**src/rtl/core_ctrl_fsm.sv**
```systemverilog
// Multicycle control sequencer: fetch/load/store/exec sequencing with bus-error traps,
// wait timeouts and EBREAK halt. Define PERF_CNT_EN to build the cycle/instret counters.
module core_ctrl_fsm #(
    parameter int TYPE_W         = 4,
    parameter int TIMEOUT_CYCLES = 256,
    parameter int CNT_W          = 32
) (
    input  logic              clock,
    input  logic              reset,
    input  logic [TYPE_W-1:0] inst_type,
    input  logic              ifu_respValid,
    input  logic              ifu_respErr,
    input  logic              lsu_respValid,
    input  logic              lsu_respErr,
    output logic              ifu_reqValid,
    output logic              lsu_reqValid,
    output logic              lsu_wen,
    output logic              pc_wen,
    output logic              reg_wen,
    output logic              finished,
    output logic              halted,
    output logic              trap,
    output logic [2:0]        trap_cause,
    output logic [CNT_W-1:0]  perf_cycles,
    output logic [CNT_W-1:0]  perf_instret
);
    localparam int WAIT_W = (TIMEOUT_CYCLES > 1) ? $clog2(TIMEOUT_CYCLES) : 1;

    typedef enum logic [2:0] {
        S_START, S_FETCH, S_LOAD, S_STORE, S_EXEC, S_HALT, S_TRAP
    } state_t;

    state_t            state_q, state_d;
    logic              ifu_inflight_q, ifu_inflight_d;
    logic              lsu_inflight_q, lsu_inflight_d;
    logic [WAIT_W-1:0] wait_cnt_q, wait_cnt_d;
    logic              finished_q, finished_d;
    logic [2:0]        cause_q, cause_d;
    logic              ifu_acc, lsu_acc, timeout_hit;

    assign ifu_acc     = ifu_respValid & ifu_inflight_q;
    assign lsu_acc     = lsu_respValid & lsu_inflight_q;
    assign timeout_hit = (TIMEOUT_CYCLES != 0) && (wait_cnt_q == WAIT_W'(TIMEOUT_CYCLES - 1));

    always_comb begin
        state_d      = state_q;
        cause_d      = cause_q;
        finished_d   = 1'b0;
        ifu_reqValid = 1'b0;
        lsu_reqValid = 1'b0;
        lsu_wen      = 1'b0;
        pc_wen       = 1'b0;
        reg_wen      = 1'b0;
        case (state_q)
            S_START: begin
                ifu_reqValid = 1'b1;
                state_d      = S_FETCH;
            end
            S_FETCH: begin
                if (ifu_acc) begin
                    if (ifu_respErr) begin
                        state_d = S_TRAP;
                        cause_d = 3'd1;
                    end else begin
                        pc_wen = 1'b1;
                        case (inst_type)
                            TYPE_W'(1), TYPE_W'(2), TYPE_W'(3): begin
                                lsu_reqValid = 1'b1;
                                state_d      = S_LOAD;
                            end
                            TYPE_W'(4): begin
                                lsu_reqValid = 1'b1;
                                lsu_wen      = 1'b1;
                                state_d      = S_STORE;
                            end
                            TYPE_W'(15): begin
                                finished_d = 1'b1;
                                state_d    = S_HALT;
                            end
                            default: begin
                                reg_wen = 1'b1;
                                state_d = S_EXEC;
                            end
                        endcase
                    end
                end else if (timeout_hit) begin
                    state_d = S_TRAP;
                    cause_d = 3'd4;
                end
            end
            S_LOAD: begin
                if (lsu_acc) begin
                    if (lsu_respErr) begin
                        state_d = S_TRAP;
                        cause_d = 3'd2;
                    end else begin
                        reg_wen = 1'b1;
                        state_d = S_EXEC;
                    end
                end else if (timeout_hit) begin
                    state_d = S_TRAP;
                    cause_d = 3'd4;
                end
            end
            S_STORE: begin
                if (lsu_acc) begin
                    if (lsu_respErr) begin
                        state_d = S_TRAP;
                        cause_d = 3'd3;
                    end else begin
                        ifu_reqValid = 1'b1;
                        finished_d   = 1'b1;
                        state_d      = S_FETCH;
                    end
                end else if (timeout_hit) begin
                    state_d = S_TRAP;
                    cause_d = 3'd4;
                end
            end
            S_EXEC: begin
                ifu_reqValid = 1'b1;
                finished_d   = 1'b1;
                state_d      = S_FETCH;
            end
            S_HALT, S_TRAP: ;
            default: begin
                ifu_reqValid = 1'b1;
                state_d      = S_FETCH;
            end
        endcase

        // A request issued this cycle takes priority over a stale accept.
        ifu_inflight_d = ifu_reqValid ? 1'b1 : (ifu_acc ? 1'b0 : ifu_inflight_q);
        lsu_inflight_d = lsu_reqValid ? 1'b1 : (lsu_acc ? 1'b0 : lsu_inflight_q);

        wait_cnt_d = wait_cnt_q;
        if (ifu_reqValid || lsu_reqValid)
            wait_cnt_d = '0;
        else if ((state_q == S_FETCH && !ifu_acc) ||
                 ((state_q == S_LOAD || state_q == S_STORE) && !lsu_acc))
            wait_cnt_d = wait_cnt_q + WAIT_W'(1);
    end

    always_ff @(posedge clock or posedge reset) begin
        if (reset) begin
            state_q        <= S_START;
            ifu_inflight_q <= 1'b0;
            lsu_inflight_q <= 1'b0;
            wait_cnt_q     <= '0;
            finished_q     <= 1'b0;
            cause_q        <= 3'd0;
        end else begin
            state_q        <= state_d;
            ifu_inflight_q <= ifu_inflight_d;
            lsu_inflight_q <= lsu_inflight_d;
            wait_cnt_q     <= wait_cnt_d;
            finished_q     <= finished_d;
            cause_q        <= cause_d;
        end
    end

    assign finished   = finished_q;
    assign halted     = (state_q == S_HALT);
    assign trap       = (state_q == S_TRAP);
    assign trap_cause = cause_q;

`ifdef PERF_CNT_EN
    logic [CNT_W-1:0] cycles_q, cycles_d, instret_q, instret_d;

    always_comb begin
        cycles_d  = cycles_q;
        instret_d = instret_q;
        if (state_q != S_HALT && state_q != S_TRAP)
            cycles_d = cycles_q + CNT_W'(1);
        if (finished_q)
            instret_d = instret_q + CNT_W'(1);
    end

    always_ff @(posedge clock or posedge reset) begin
        if (reset) begin
            cycles_q  <= '0;
            instret_q <= '0;
        end else begin
            cycles_q  <= cycles_d;
            instret_q <= instret_d;
        end
    end

    assign perf_cycles  = cycles_q;
    assign perf_instret = instret_q;
`else
    assign perf_cycles  = '0;
    assign perf_instret = '0;
`endif

endmodule

```
**config.mk**
```make
export PLATFORM = sky130hd
export DESIGN_NAME = core_ctrl_fsm
export DESIGN_NICKNAME = d
export VERILOG_FILES = /design/src/rtl/core_ctrl_fsm.sv
export SDC_FILE = /design/constraint.sdc
export NUM_CORES = 1
export LEC_CHECK = 0
export BUFFER_PORTS_ARGS = -buffer_cell sky130_fd_sc_hd__buf_2
export CORE_MARGIN = 2
export CORE_UTILIZATION = 45
export CTS_CLUSTER_SIZE = 14
export DETAILED_ROUTE_END_ITERATION = 8
export HOLD_SLACK_MARGIN = 0.02
export PLACE_DENSITY = 0.88
export SETUP_SLACK_MARGIN = 0.02
export SYNTH_ARGS = -nofsm -noshare
export SYNTH_HDL_FRONTEND = slang
export SYNTH_SLANG_ARGS = --single-unit
export TNS_END_PERCENT = 100
```
**constraint.sdc**
```tcl
create_clock -name clock -period 3.2 [get_ports clock]
set_input_delay 0.64 -clock clock [delete_from_list [all_inputs] [get_ports clock]]
set_output_delay 0.64 -clock clock [all_outputs]
set_load 0.03 [all_outputs]
```
==> reports/results.tsv, run 1 <==
metric	value	unit
fin_worst_skew	0.001080	ns
pin_count	85	
synth_cell_types	41	
cts_resized	0	
routabilityCongestion	0.8693	
p_leak	0.7668	nW
avgSynthCellArea	8.075	um2
die_w	63	um
clk_path_buf_depth	2	
grtUsageTotal	13.32	%
overflow	0	
drt-total-wl	2.676	mm
grt_pass1_vias	971	
hold_ws	0.4215	ns
drtIter0Drc	60	
clkPwrFrac	12.6	%
max_stage_delay	0.59	ns
hold_violations	0	
timing.fmax	377.8	MHz
rsz0062_at_grt	no	
n_antenna_cell	0	
yosysSeqAreaShare	27.16	%
vias	1230	
arrival	2.01	ns
port-buffer-count	20	
slowest_stage	dfrtp_1	
antenna_found_initial	0	
topRoutingLayerUsed	met4	
firstDrtPassIters	4	
synth_area	1567	um2
ys_ff_latch	17	
drv_cap	0	
cts_tree	yes	
r2r_cells	5	
swShare	48.68	%
area_growth	-5.591	%
die_area	3969	um2
intPower	0.4716	mW
total_power	0.9189	mW
final.setup.worst_slack	0.5528	ns
dpl_cell_area	1453	um2
cp-end-kind	primary output	
dr_wl_met3	281	um
post-route-util	44.32	%
start_util	46.94	%
status	finished, final reports clean	
path_delay_family	simple AND/OR/NAND/NOR gates	
insertion_delay	0.29	ns
path_cells	nor3b_1, nand2_1, inv_1, a32o_1, buf_2	
wl_per_cell	10.41	um
cp_num_buf_inv	2	
drc	0	
period_minus_slack	2.647	ns
period_share	82.73	%
antenna_left	0	
met2_length	1.222	mm
ir_drop	0.0002286	V
r2r_start	state_q[0]	
dp_hpwl	2.070	mm
ctsHoldBuffers	0	
wl_met1	1.113	mm
cts_sinks	17	
drive_gt1_share	12.32	%
preCtsSetupSlack	0.6617	ns
grt_start_max_net_pins	18	
reg2reg_slack	1.07	ns
dp.cells	253	
hold_class	in2async	
finalSetupTns	0	ns
startpoint_type	register	
viasPerCell	4.786	
max_slew_margin	55.64	%
r2r-end	wait_cnt_q[7]	
core_area	3337	um2
path_max_fanout	13	
clk_pin_slew	0.09	ns
power_density	621.3	nW/um2
postCtsSetupBuffers	0	
cp.depth	5	
final_area	1479	um2
root_buffer	clkbuf_4	
finalSetupViolations	0	
grt_pass1_wl	4.298	mm
slew_viol_final	0	
htreeDepth	1	
tightest_slew	0.6647	ns
critPathRequiredTime	2.56	ns
cts_made_buffers	3	
layout.nets	223	
pwr-share-comb	46.9	%
crit_type	reg2out	
p_sw	0.4474	mW
yosysWarnings	0	
syn_inst	194	
final_cells	257	
fillers	353	
rows	21	
seqPwrFrac	40.5	%
die_y	63	um
[state kept, by name, indices dropped and copies added (netlist names)]
register and flops:
finished 1, wait_cnt_q 8, ifu_inflight_q 1, trap_cause 3, lsu_inflight_q 1, state_q 3
[layout make-up]
type | count | area, um2 | share of cell area [%]
clock buffer | 4 | 26.28 | 1.777
tap | 46 | 57.56 | 3.892
timing repair buffer | 21 | 107.6 | 7.276
sequential | 17 | 425.4 | 28.76
inverter | 10 | 37.54 | 2.538
multi-input combinational | 159 | 824.5 | 55.75
[synth_stat cells]
cell type | instances | area [um2]
a211oi_1 | 3 | 22.52
a21o_1 | 2 | 15.01
a21oi_1 | 9 | 45.04
a22o_1 | 3 | 26.28
a2bb2oi_1 | 1 | 8.760
a31oi_1 | 1 | 6.260
a32o_1 | 1 | 10.01
and2_1 | 2 | 12.51
and3_1 | 2 | 12.51
and3b_1 | 2 | 17.52
buf_2 | 1 | 5.000
buf_4 | 64 | 480.5
buf_6 | 1 | 11.26
clkbuf_1 | 5 | 18.77
conb_1 | 1 | 3.750
dfrtp_1 | 17 | 425.4
ha_1 | 1 | 12.51
inv_1 | 10 | 37.54
mux2i_1 | 1 | 10.01
nand2_1 | 5 | 18.77
nand2b_1 | 2 | 12.51
nand3_1 | 4 | 20.02
nand3b_1 | 1 | 7.510
nand4_1 | 2 | 12.51
nor2_1 | 11 | 41.29
nor2b_1 | 1 | 6.260
nor3_1 | 7 | 35.03
nor3b_1 | 1 | 7.510
o2111ai_1 | 1 | 8.760
o211ai_1 | 2 | 15.01
o21ai_0 | 11 | 55.05
o21ai_1 | 1 | 5.000
o22ai_1 | 2 | 12.51
o311a_1 | 1 | 10.01
o31ai_1 | 5 | 37.54
or3_1 | 2 | 12.51
or3b_2 | 1 | 8.760
or3b_4 | 1 | 11.26
or4_1 | 4 | 30.03
xnor2_1 | 1 | 8.760
xor2_1 | 1 | 8.760
[layer usage]
metal,vias up,GRT usage [%]
met4,0,7.500
met2,83,21.94
met3,5,1.441
met5,-,0
li1,578,-
met1,564,16.89
[power groups by stage]
stage	clock, mW	combinational, mW	sequential [mW]
after floorplan	0	0.431	0.350
after global placement	0	0.417	0.370
after detailed placement	0	0.430	0.375
after CTS	0.122	0.431	0.372
after global routing	0.129	0.482	0.388
final	0.115	0.431	0.372
[how the worst max path moves through the flow]
stage / to / slack (ns) / startpoint
2_1_floorplan: lsu_reqValid / 0.79 / inst_type[0]
3_3_place_gp: reg_wen / 0.70 / inst_type[0]
3_5_place_dp: reg_wen / 0.66 / inst_type[0]
4_1_cts: reg_wen / 0.57 / state_q[0]
5_1_grt: lsu_wen / 0.40 / state_q[0]
6_report: reg_wen / 0.55 / state_q[0]
[layout by cell type, fill, tap and decap left out, drive strengths merged]
cell type  count
conb          64
buf           21
dfrtp         17
o21ai         12
nor2          11
inv           10
a21oi          9
nor3           7
nand2          5
o31ai          5
nand3          4
or4            4
clkbuf         4
a211oi         3
a22o           3
and3b          2
and2           2
or3            2
nand2b         2
o22ai          2
a21o           2
nand4          2
and3           2
o211ai         2
or3b           2
nor3b          1
xnor2          1
nor2b          1
a2bb2oi        1
xor2           1
mux2i          1
nand3b         1
a32o           1
o2111ai        1
o311a          1
a31oi          1
ha             1
[kinds of logic after synthesis]
group,share of synthesized area [%]
and+or+nand+nor,17.01
DFF,27.16
adders and majority gates,0.7986
muxes,0.6390
buffers and inverters,35.30
xor gates and xnor gates,1.118
AOI/OAI and AO/OA,17.73
other,0.2394
(Power assumes the default switching activity.)
==> run 2, diff against run 1 <==
--- a/config.mk
+++ b/config.mk
@@ -7,11 +7,11 @@
 export LEC_CHECK = 0
 export BUFFER_PORTS_ARGS = -buffer_cell sky130_fd_sc_hd__buf_2
 export CORE_MARGIN = 2
-export CORE_UTILIZATION = 45
+export CORE_UTILIZATION = 41
 export CTS_CLUSTER_SIZE = 14
 export DETAILED_ROUTE_END_ITERATION = 8
 export HOLD_SLACK_MARGIN = 0.02
-export PLACE_DENSITY = 0.88
+export PLACE_DENSITY = 0.84
 export SETUP_SLACK_MARGIN = 0.02
 export SYNTH_ARGS = -nofsm -noshare
 export SYNTH_HDL_FRONTEND = slang
==> constraint.sdc (replaced) <==
create_clock -name clock -period 2.4 [get_ports clock]
set_input_delay 0.48 -clock clock [delete_from_list [all_inputs] [get_ports clock]]
set_output_delay 0.48 -clock clock [all_outputs]
set_load 0.03 [all_outputs]
==> run 2 against run 1 <==
Effect of this change:
- clock skew up 0.0055 ns
- via count down 3.3%
- routed wire length up 3.7%
- critical endpoint unchanged
- sequential share of layout area down 1.1 points
- flip-flop and latch count unchanged
- largest cell class unchanged
==> reports/results.tsv, run 2 (synthesis results as in run 1) <==
metric	value	unit	change
top_register	wait_cnt_q		
final_cell_mix	64 x conb_1, 20 x buf_2, 17 x dfrtp_1		
viasPerCell	4.525		-5.5%
clk_path_buf_depth	2		unchanged
overflow	0		unchanged
seqPwrFrac	35.5	%	-5.0 points
pwr-share-comb	48.4	%	+1.5 points
grt_pass1_wl	4.360	mm	+1.4%
hold_violations	0		unchanged
post-route-util	41.97	%	-2.4 points
grt_pass1_vias	945		-2.7%
grt_start_max_net_pins	18		unchanged
firstDrtPassIters	4		unchanged
ctsHoldBuffers	0		unchanged
area_growth	-1.917	%	
period_minus_slack	2.201	ns	
dp_hpwl	2.181	mm	+5.4%
drt-total-wl	2.776	mm	+3.7%
power_density	861.2	nW/um2	+39%
startpoint_type	input port		
pin_count	85		unchanged
p_sw	0.6141	mW	+37%
start_util	42.79	%	-4.2 points
period_share	91.71	%	
cts_sinks	17		unchanged
swShare	46.41	%	-2.3 points
htreeDepth	1		unchanged
grt_use_met2	18.69	%	-3.3 points
wl_per_cell	10.56	um	+1.4%
layout.nets	227		+1.8%
fillers	386		+9.3%
grt-busiest-layer	met2		
grt_use_met3	2.044	%	+0.60 points
cts_tree	yes		
drc	0		unchanged
vias	1190		-3.3%
finalSetupViolations	0		unchanged
final_common_cell	conb_1		
die_area	4331	um2	+9.1%
hold_class	in2async		
cts_made_buffers	3		unchanged
drv_cap	0		unchanged
p_leak	0.7989	nW	+4.2%
status	finished, final reports clean		
final.setup.worst_slack	0.1990	ns	-0.3538 ns
max_slew_margin	56.82	%	+1.2 points
die_y	65.81	um	+4.5%
cp-end-kind	primary output		
timing.fmax	454.3	MHz	
use_met1	18.61	%	+1.7 points
die_w	65.81	um	+4.5%
n_antenna_cell	0		unchanged
preCtsSetupSlack	0.1899	ns	-0.4718 ns
routabilityCongestion	0.8731		+0.44%
core_area	3661	um2	+9.7%
intPower	0.7091	mW	+50%
tightest_slew	0.6470	ns	-0.01764 ns
slew_viol_final	0		unchanged
clkPwrFrac	16.2	%	+3.6 points
crit_type	in2out		
grtUsageTotal	13.03	%	-0.29 points
rows	22		+4.8%
ir_drop	0.0002967	V	+30%
antenna_found_initial	0		unchanged
drtIter0Drc	40		-33%
fin_worst_skew	0.006604	ns	+0.005524 ns
largest_reg_flops	8		unchanged
critPathRequiredTime	1.92	ns	-0.64 ns
path_max_fanout	7		-6
root_buffer	clkbuf_8		
drive_gt1_share	14.88	%	+2.6 points
insertion_delay	0.25	ns	-0.04 ns
finalSetupTns	0	ns	unchanged
arrival	1.72	ns	-0.29 ns
port-buffer-count	20		unchanged
rsz0062_at_grt	no		
postCtsSetupBuffers	0		unchanged
antenna_left	0		unchanged
clk_pin_slew	0.07	ns	-0.02 ns
run 2: cell count changes in the layout (fill, tap and decap cells not counted), sizes merged:
cell    before  now
buf         21   25
clkbuf       4    3
clkinv       0    1
run 2: worst paths after layout:
| path | start | endpoint | slack, ns | cells past startpoint |
|---|---|---|---|---|
| worst max-delay path | inst_type[0] | reg_wen | 0.20 | 5 |
| worst min-delay path | reset | wait_cnt_q[5] | 0.30 | 2 |
| worst max register to register | state_q[2] | wait_cnt_q[7] | 0.35 | 5 |
| worst min register to register | trap_cause[0] | trap_cause[0] | 0.51 | 1 |
| max in group asynchronous | reset | wait_cnt_q[3] | 1.68 | 2 |
| min in group clock | ifu_respValid | ifu_inflight_q | 0.43 | 2 |
run 2: layout make-up:
type                            count  area, um2  area share, %
Clock buffer                        3      41.29          2.687
Multi-Input combinational cell    159      829.5          53.99
Clock inverter                      1      5.005         0.3257
Tap cell                           48      60.06          3.909
Sequential cell                    17      425.4          27.69
Timing Repair Buffer               25      137.6          8.958
Inverter                           10      37.54          2.443
run 2: through the flow:
step / area, um2 / hold WS (ns) / power (mW) / instances
floorplan: 1803 / 0.4061 / 1.041 / 257
global placement: 1485 / 0.5040 / 1.083 / 259
detailed placement: 1485 / 0.4992 / 1.103 / 259
CTS: 1531 / 0.3322 / 1.319 / 263
global route: 1536 / 0.3746 / 1.430 / 263
finish: 1536 / 0.3035 / 1.323 / 263
run 2: worst max-delay path: stages:
cell,delay (ns)
buf_2,0.12
o21ai_0,0.13
or3b_2,0.54
a32o_1,0.27
buf_2,0.17
run 2: repair_timing:
| action | 4_1_cts | 5_1_grt |
|---|---|---|
| resized for setup | 0 | 1 |
| endpoints found under the setup margin | 0 | 2 |
| endpoints found under the hold margin | 0 | 0 |
run 2: metal layers:
metal / vias up / part of all wire, %
li1: 585 / -
met1: 540 / 44
met2: 61 / 46
met3: 4 / 8.1
met4: 0 / 2.0
met5: - / 0
run 2: power groups by stage:
stage	clock network [mW]	logic, mW	registers (mW)
after floorplan	0	0.574	0.467
after global placement	0	0.613	0.470
after detailed placement	0	0.632	0.471
after CTS	0.218	0.632	0.469
after global routing	0.238	0.706	0.486
final	0.214	0.640	0.470
